--- config.mk ---
export PLATFORM = sky130hd
export DESIGN_NAME = gray_code_engine
export DESIGN_NICKNAME = d
export VERILOG_FILES = /design/src/rtl/gray_pkg.sv /design/src/rtl/gray_conv.sv /design/src/rtl/gray_code_engine.sv
export SDC_FILE = /design/constraint.sdc
export NUM_CORES = 1
export LEC_CHECK = 0
export CAP_MARGIN = 20
export CORE_UTILIZATION = 37
export DETAILED_ROUTE_END_ITERATION = 6
export PLACE_DENSITY = 0.76
export SKIP_LAST_GASP = 1
export SYNTH_ARGS = -nofsm -noshare
export SYNTH_HDL_FRONTEND = slang
export SYNTH_HIERARCHICAL = 1
export SYNTH_SLANG_ARGS = --single-unit
--- constraint.sdc ---
create_clock -name clk -period 1.6 [get_ports clk]
set_clock_uncertainty 0.05 [all_clocks]
set_input_delay 0.32 -clock clk [delete_from_list [all_inputs] [get_ports clk]]
set_output_delay 0.32 -clock clk [all_outputs]
set_load 0.005 [all_outputs]
--- src/rtl/gray_pkg.sv ---
// Shared Gray-code helpers: width-agnostic conversions on a max-width word,
// plus the direction encoding and counter command bundle.
package gray_pkg;

  localparam int GRAY_MAX_WIDTH = 32;

  localparam logic G2B = 1'b1;
  localparam logic B2G = 1'b0;

  typedef logic [GRAY_MAX_WIDTH-1:0] gword_t;

  typedef struct packed {
    logic load;
    logic en;
    logic down;
  } cnt_cmd_t;

  // Zero upper bits stay zero, so callers may truncate to any WIDTH.
  function automatic gword_t bin2gray(input gword_t b);
    return b ^ (b >> 1);
  endfunction

  function automatic gword_t gray2bin(input gword_t g);
    gword_t b;
    b[GRAY_MAX_WIDTH-1] = g[GRAY_MAX_WIDTH-1];
    for (int i = GRAY_MAX_WIDTH - 2; i >= 0; i--) b[i] = b[i+1] ^ g[i];
    return b;
  endfunction

endpackage

--- src/rtl/gray_conv.sv ---
// Combinational bidirectional converter: binary->Gray or Gray->binary per g2b_i.
module gray_conv
  import gray_pkg::*;
#(
  parameter int WIDTH = 4
) (
  input  logic [WIDTH-1:0] data_i,
  input  logic             g2b_i,
  output logic [WIDTH-1:0] result_o
);

  logic [WIDTH-1:0] to_gray;
  logic [WIDTH-1:0] to_bin;

  for (genvar i = 0; i < WIDTH; i++) begin : g_bit
    if (i == WIDTH - 1) begin : g_msb
      assign to_gray[i] = data_i[i];
    end else begin : g_lsb
      assign to_gray[i] = data_i[i] ^ data_i[i+1];
    end
    // Binary bit i is the XOR of every Gray bit at or above it.
    assign to_bin[i] = ^data_i[WIDTH-1:i];
  end

  assign result_o = (g2b_i == G2B) ? to_bin : to_gray;

endmodule

--- src/rtl/gray_code_engine.sv ---
// Registered Gray converter behind a valid/ready handshake, plus an
// independent up/down/load Gray counter with a wrap pulse.
module gray_code_engine
  import gray_pkg::*;
#(
  parameter int          WIDTH     = 4,
  parameter int unsigned CNT_RESET = 0
) (
  input  logic             clk,
  input  logic             rst,
  input  logic             in_valid,
  output logic             in_ready,
  input  logic             in_g2b,
  input  logic [WIDTH-1:0] in_data,
  output logic             out_valid,
  input  logic             out_ready,
  output logic [WIDTH-1:0] out_data,
  input  logic             cnt_en,
  input  logic             cnt_down,
  input  logic             cnt_load,
  input  logic [WIDTH-1:0] load_bin,
  output logic [WIDTH-1:0] cnt_bin,
  output logic [WIDTH-1:0] cnt_gray,
  output logic             cnt_wrap
);

  localparam logic [WIDTH-1:0] RST_BIN  = WIDTH'(CNT_RESET);
  localparam logic [WIDTH-1:0] RST_GRAY = WIDTH'(bin2gray(GRAY_MAX_WIDTH'(RST_BIN)));

  // ---------------- converter path ----------------
  logic             out_valid_q, out_valid_d;
  logic [WIDTH-1:0] out_data_q, out_data_d;
  logic [WIDTH-1:0] conv_res;
  logic             accept;

  gray_conv #(.WIDTH(WIDTH)) u_conv (
    .data_i   (in_data),
    .g2b_i    (in_g2b),
    .result_o (conv_res)
  );

  assign in_ready = !out_valid_q || out_ready;
  assign accept   = in_valid && in_ready;

  always_comb begin
    out_valid_d = accept || (out_valid_q && !out_ready);
    out_data_d  = accept ? conv_res : out_data_q;
  end

  always_ff @(posedge clk) begin
    if (rst) begin
      out_valid_q <= 1'b0;
      out_data_q  <= '0;
    end else begin
      out_valid_q <= out_valid_d;
      out_data_q  <= out_data_d;
    end
  end

  assign out_valid = out_valid_q;
  assign out_data  = out_data_q;

  // ---------------- counter ----------------
  cnt_cmd_t         cmd;
  logic [WIDTH-1:0] cnt_bin_q, cnt_bin_d;
  logic [WIDTH-1:0] cnt_gray_q, cnt_gray_d;
  logic             cnt_wrap_q, cnt_wrap_d;

  assign cmd = '{load: cnt_load, en: cnt_en, down: cnt_down};

  always_comb begin
    cnt_bin_d  = cnt_bin_q;
    cnt_wrap_d = 1'b0;
    if (cmd.load) begin
      cnt_bin_d = load_bin;
    end else if (cmd.en) begin
      if (cmd.down) begin
        cnt_bin_d  = cnt_bin_q - 1'b1;
        cnt_wrap_d = (cnt_bin_q == '0);
      end else begin
        cnt_bin_d  = cnt_bin_q + 1'b1;
        cnt_wrap_d = (cnt_bin_q == '1);
      end
    end
    // Gray is registered from the next binary value so both stay in lockstep.
    cnt_gray_d = WIDTH'(bin2gray(GRAY_MAX_WIDTH'(cnt_bin_d)));
  end

  always_ff @(posedge clk) begin
    if (rst) begin
      cnt_bin_q  <= RST_BIN;
      cnt_gray_q <= RST_GRAY;
      cnt_wrap_q <= 1'b0;
    end else begin
      cnt_bin_q  <= cnt_bin_d;
      cnt_gray_q <= cnt_gray_d;
      cnt_wrap_q <= cnt_wrap_d;
    end
  end

  assign cnt_bin  = cnt_bin_q;
  assign cnt_gray = cnt_gray_q;
  assign cnt_wrap = cnt_wrap_q;

endmodule
; ---- Word level (Yosys, flattened, before mapping)
; Cells that the tools add are included.
[totals]
romBits = 0
latchBits = 0
elab_cells = 29
mem_bits_rw = 0
mem_count = 0
reg_bits = 14
[classes]
n_eq_ne = 1
multipliers = 0
n_reduce_logical = 11
shift = 0
bitwise_logic = 5
magnitude_cmp = 0
n_mux = 5
n_div = 0
addsub = 2
[ops]
columns = operator, count
row1 = 4-bit 2-to-1 mux, 3
row2 = 4-bit by 1-bit adder with 4-bit output (second input constant), 1
row3 = 4-bit equality test (second input constant), 1
row4 = 4-bit zero test, 1
row5 = 4-bit parity, 1
row6 = 4-bit by 1-bit subtractor with 4-bit output (second input constant), 1
row7 = 4-bit by 3-bit bitwise XOR with 4-bit output, 1
row8 = 3-bit 2-to-1 mux, 1
row9 = 3-bit OR reduction, 1
row10 = 3-bit parity, 1
row11 = 1-bit bitwise XOR, 3
row12 = 1-bit logical AND, 2
row13 = 1-bit zero test, 2
row14 = 1-bit logical OR, 2
row15 = 2-bit parity, 1
row16 = 1-bit 2-to-1 mux, 1
row17 = 1-bit inverter, 1

; ---- Longest topological paths before layout
[logic_depth]
ltp_word = 5
depth_mapped = 6
depth_no_buf = 6

; ---- By module
; Netlist, hierarchy kept.
[by_module_without_submodules]
columns = mod, cells_each, seq_area_each_um2, area_each_um2, instances
row1 = gray_code_engine, 79, 260.2, 691.9, 1
row2 = gray_conv, 8, 0.0, 58.8, 1

; ---- Worst setup path before layout
; OpenSTA, ideal clock, no wires.
[synth_path]
kind = reg2reg
from = register cnt_bin_q[0] (netlist: cnt_bin[0])
to = register cnt_gray_q[1] (netlist: cnt_gray[1])
setup_time_ns = 0.130
setup_slack_ns = -0.190
required_ns = 1.420
stages_incl_launch_ff = 7
arrival_ns = 1.610
cell_sequence = dfxtp_1 > inv_1 > fa_1 > and2_2 > o31ai_2 > and3_1 > nor3_2
[synth_between]
elab_chain_cells = 5
word_cells_on_any_way = 6
classes_between = add/sub (2) / mux (3) / bitwise (1)
[synth_lines]
columns = item, line
row1 = "start, declared", gray_code_engine.sv:65  ; logic [WIDTH-1:0] cnt_bin_q, cnt_bin_d;
row2 = "start signal, assigned", gray_code_engine.sv:95  ; cnt_bin_q <= cnt_bin_d;
row3 = 4-bit by 1-bit adder with 4-bit output or 4-bit by 1-bit subtractor with 4-bit output (tied branches), "gray_code_engine.sv:81, gray_code_engine.sv:78"
row4 = 4-bit 2-to-1 mux (*), gray_code_engine.sv:77  ; if (cmd.down) begin
row5 = 4-bit 2-to-1 mux (*), gray_code_engine.sv:76  ; end else if (cmd.en) begin
row6 = 4-bit 2-to-1 mux (*), gray_code_engine.sv:74  ; if (cmd.load) begin
row7 = 4-bit by 3-bit bitwise XOR with 4-bit output (*), gray_pkg.sv:20  ; return b ^ (b >> 1);
row8 = "end signal, assigned", gray_code_engine.sv:96  ; cnt_gray_q <= cnt_gray_d;
row9 = "end, declared", gray_code_engine.sv:66  ; logic [WIDTH-1:0] cnt_gray_q, cnt_gray_d;
; Every way passes the cells marked *; elsewhere a longest branch is shown, timed or not.
; A chain may end at the register's enable or synchronous reset.

; ---- Final worst setup path
[layout_path]
from = register cnt_bin_q[1] (netlist: cnt_bin[1])
to = register cnt_gray_q[1] (netlist: cnt_gray[1])
[layout_between]
elab_chain_cells = 5
word_cells_on_any_way = 6
classes_between = add/sub (2) / mux (3) / bitwise (1)
[layout_lines]
columns = item, line
row1 = 4-bit by 1-bit adder with 4-bit output or 4-bit by 1-bit subtractor with 4-bit output (tied branches), "gray_code_engine.sv:81, gray_code_engine.sv:78"
row2 = 4-bit 2-to-1 mux, gray_code_engine.sv:77
row3 = 4-bit 2-to-1 mux (*), gray_code_engine.sv:76
row4 = 4-bit 2-to-1 mux (*), gray_code_engine.sv:74
row5 = 4-bit by 3-bit bitwise XOR with 4-bit output (*), gray_pkg.sv:20
; Marks and branches as above.

==> impl_metrics.py <==
metrics = {
    "cts": {
        "clockRootBuffer": "sky130_fd_sc_hd__clkbuf_4",
        "ctsHtreeMaxLevel": 1,
        "clkLatencyLatePin_ns": 0.27,
        "clkSlewWorstSetupHoldPaths_ns": 0.08,
        "cts_tree": "yes",
        "cts_inserted_buffers": 3,
        "cts.sink_count": 13,
        "cts-root-to-sink-buffers": 2,
    },
    "route": {
        "route.detailed.vias_per_inst": 4.914,
        "drt_wl_total_mm": 1.883,
        "remaining_routing_drc_violations": 0,
        "final_antenna_net_count": 0,
        "detail_route.wl_per_cell_um": 12.47,
        "drt_first_iter_violations": 8,
        "iteration_count_of_the_initial_detailed_routing_pass": 4,
        "vias": 742,
    },
    "grt": {
        "first_pass_grt_wire_length_mm": 3.049,
        "grt_overflow": 0,
        "gr-usage-all-layers": 0.2011,
        "grt_pass1_vias": 700,
        "grt_start_max_net_pins": 12,
        "initial_antenna_violation_count": 0,
    },
    "critical_path": {
        "crit_path_cell_trace": "inv_2 > fa_2 > and2_4 > o31ai_4 > and3_1 > nor3_2",
        "r2r-end": "cnt_gray[1]",
        "worstPathArrival_ns": 1.75,
        "timing.critical_path.from_type": "flop",
        "crit_path_end_kind": "flop",
        "critPathMaxStageDelay_ns": 0.42,
        "crit_family": "adder cells",
        "cell_with_the_largest_stage_delay_on_the_worst_path": "sky130_fd_sc_hd__fa_2",
        "worst-path-buf-inv": 1,
        "flop2flop_setup_slack_ns": -0.03,
        "crit_fanout": 4,
        "worst-endpoint-required_ns": 1.72,
        "ff2ff_path_depth": 6,
        "r2r-start": "cnt_bin[1]",
        "timing.setup.critical_path_class": "flop to flop",
    },
    "hold_path": {
        "hold_path_startpoint": "out_data[3]",
        "min_to": "out_data[3]",
        "hold_path_class": "flop to flop",
        "hold-path-cell-count": 2,
    },
    "synthesis": {
        "synthesis.area_per_instance_um2": 8.629,
        "ys_seq_elements": 13,
        "postSynthCellCount": 87,
        "yosys-top-cells-count": "13 x sky130_fd_sc_hd__dfxtp_1, 9 x sky130_fd_sc_hd__nand2_1, 8 x sky130_fd_sc_hd__a21oi_1",
        "synth_area_leader_cell": "sky130_fd_sc_hd__dfxtp_1",
        "ys_dominant_reg_cell": "sky130_fd_sc_hd__dfxtp_1",
        "synth.yosys.warnings": 6,
        "synth_fp_nets": 106,
        "yosys_top_cell_area_share": 0.3467,
        "asyncSetResetFlopFracSynth": 0,
        "synth_enable_flop_cells": 0,
        "synth.most_common_cell": "sky130_fd_sc_hd__dfxtp_1",
        "synth_top_cells_by_area": "sky130_fd_sc_hd__dfxtp_1 35%, sky130_fd_sc_hd__xor2_1 5.8%, sky130_fd_sc_hd__a21oi_1 5.3%, sky130_fd_sc_hd__nand2_1 4.5%, sky130_fd_sc_hd__xnor2_1 3.5%",
        "yosysSeqAreaShare": 0.3467,
        "synth_cell_types": 34,
        "synth.cell_area_um2": 750.7,
    },
    "timing": {
        "tightest_slew_ns": 0.2797,
        "setup_slack_ns": -0.03182,
        "timing.setup.tns_ns": -0.06590,
        "setup_repair_after_global_routing_missed_its_margin": "yes",
        "maxSlewViolCount": 0,
        "setup_viol_count_final": 3,
        "period_share": 1.020,
        "period_needed_ns": 1.632,
        "timing.max_slew.rel_slack": 0.8109,
        "fmaxAchievable_ghz": 0.6128,
        "timing.final.hold_violations": 0,
    },
    "power": {
        "total_power_w": 0.0008665,
        "power_density_nw_per_um2": 726.7,
        "vdd.ir_drop.worst_mv": 0.5096,
        "leakagePower_nw": 0.5010,
    },
    "floorplanning": {
        "floorplan.initialDensity": 0.4124,
        "die-width_um": 47.05,
        "row_count": 15,
        "dieArea_um2": 2213,
        "floorplan.die.height_um": 47.05,
        "placeableCoreArea_um2": 1821,
        "io_pins": 31,
    },
    "layout": {
        "layout.nets": 146,
        "drive_gt1_frac": 0.2302,
        "final_cells": 151,
        "diodes": 0,
        "layout-area-overhead-vs-synth_pct": 58.83,
    },
    "outcome": {
        "violated_checks": "setup timing",
        "outcome": "complete, but fails checks",
    },
    "placed_design": {
        "placement.io_buffers": 30,
        "gpl.final_weighted_congestion": 0.8383,
        "pre_cts_ws_ns": -0.5666,
        "hpwlAfterDp_mm": 1.457,
        "place_inst": 146,
    },
    "job": {
        "drv.max_cap_violation_count": 0,
    },
}
-- placed cells by master (no fill, tap or decap), types with 2 or more instances in the layout --
cell and count:
sky130_fd_sc_hd__clkdlybuf4s50_1 25, sky130_fd_sc_hd__buf_4 11, sky130_fd_sc_hd__nand2_1 9, sky130_fd_sc_hd__dfxtp_1 9
sky130_fd_sc_hd__a21oi_1 7, sky130_fd_sc_hd__nor2_1 5, sky130_fd_sc_hd__xor2_1 5, sky130_fd_sc_hd__nand3_1 5
sky130_fd_sc_hd__dlygate4sd2_1 4, sky130_fd_sc_hd__inv_2 3, sky130_fd_sc_hd__xnor2_1 3, sky130_fd_sc_hd__clkbuf_4 3
sky130_fd_sc_hd__nand2b_1 2, sky130_fd_sc_hd__mux2i_1 2, sky130_fd_sc_hd__inv_1 2, sky130_fd_sc_hd__nand3b_1 2
sky130_fd_sc_hd__nor4b_1 2, sky130_fd_sc_hd__nor2b_1 2, sky130_fd_sc_hd__dfxtp_4 2, sky130_fd_sc_hd__dfxtp_2 2
-- final cells by class --
| type | count | area, um^2 |
|---|---|---|
| Clock buffer | 4 | 26.28 |
| Fill cell | 164 | 628.1 |
| Inverter | 5 | 18.77 |
| Multi-Input combinational cell | 63 | 465.4 |
| Sequential cell | 13 | 270.3 |
| Tap cell | 25 | 31.28 |
| Timing Repair Buffer | 41 | 380.4 |
-- state kept, by name, summed over array words and instances (netlist names) --
signal and cells:
cnt_bin 4, out_valid 1, out_data 4, cnt_wrap 1, cnt_gray 3
-- per-layer routing --
metal,routed length [um],track usage,vias to the layer above,share of wire
met4,10,0.06857,0,0.0053
met3,84,0.06538,2,0.045
met5,0,0,-,0
met2,948,0.3306,15,0.50
met1,840,0.2477,348,0.45
li1,-,-,377,-
-- report_power, final --
part	internal, W	switching, W	leakage, nW
Clock	0.0000967	0.000103	0.0150
Combinational	0.000175	0.000122	0.377
Sequential	0.000353	0.0000164	0.109
-- worst max path at each step --
stage	start	end	depth (start not counted)
6_report	cnt_bin[1]	cnt_gray[1]	6
5_1_grt	cnt_bin[1]	cnt_gray[1]	6
4_1_cts	cnt_bin[1]	cnt_gray[1]	6
3_5_place_dp	cnt_down	cnt_gray[1]	7
3_3_place_gp	cnt_down	cnt_gray[1]	7
2_1_floorplan	cnt_bin[1]	cnt_gray[1]	6
-- cell families (layout without fill, tap and decap cells) --
kind of cell,Yosys count,after routing,share of synthesized area
adders and majority gates,3,3,0.06000
AOI/OAI and AO/OA,15,15,0.1334
buffers and inverters,11,50,0.07165
and+or+nand+nor,35,35,0.2683
DFF,13,13,0.3467
muxes,2,2,0.02667
xor gates and xnor gates,8,8,0.09334
-- metrics by stage --
stage	util	hold WS [ns]	area, um^2
after floorplan	-	0.3319	770.7
after global placement	0.6275	0.3947	1142
after detailed placement	0.6275	0.4022	1142
after CTS	0.6515	0.4144	1186
after global routing	0.6550	0.4223	1192
final	0.6550	0.4074	1192
-- repair_timing --
action	in CTS	in global routing
resized for setup	8	2
buffers inserted	1	0
endpoints found under the hold margin	0	0
hold buffers	0	0
pin swaps	5	1
setup endpoints to repair	12	7
-- worst min-delay path, stage by stage (launching register included) --
cell and delay (ns):
sky130_fd_sc_hd__dfxtp_1 0.31, sky130_fd_sc_hd__nand2_1 0.05, sky130_fd_sc_hd__a21oi_1 0.05
No activity file was read; power rests on OpenSTA's default activity.
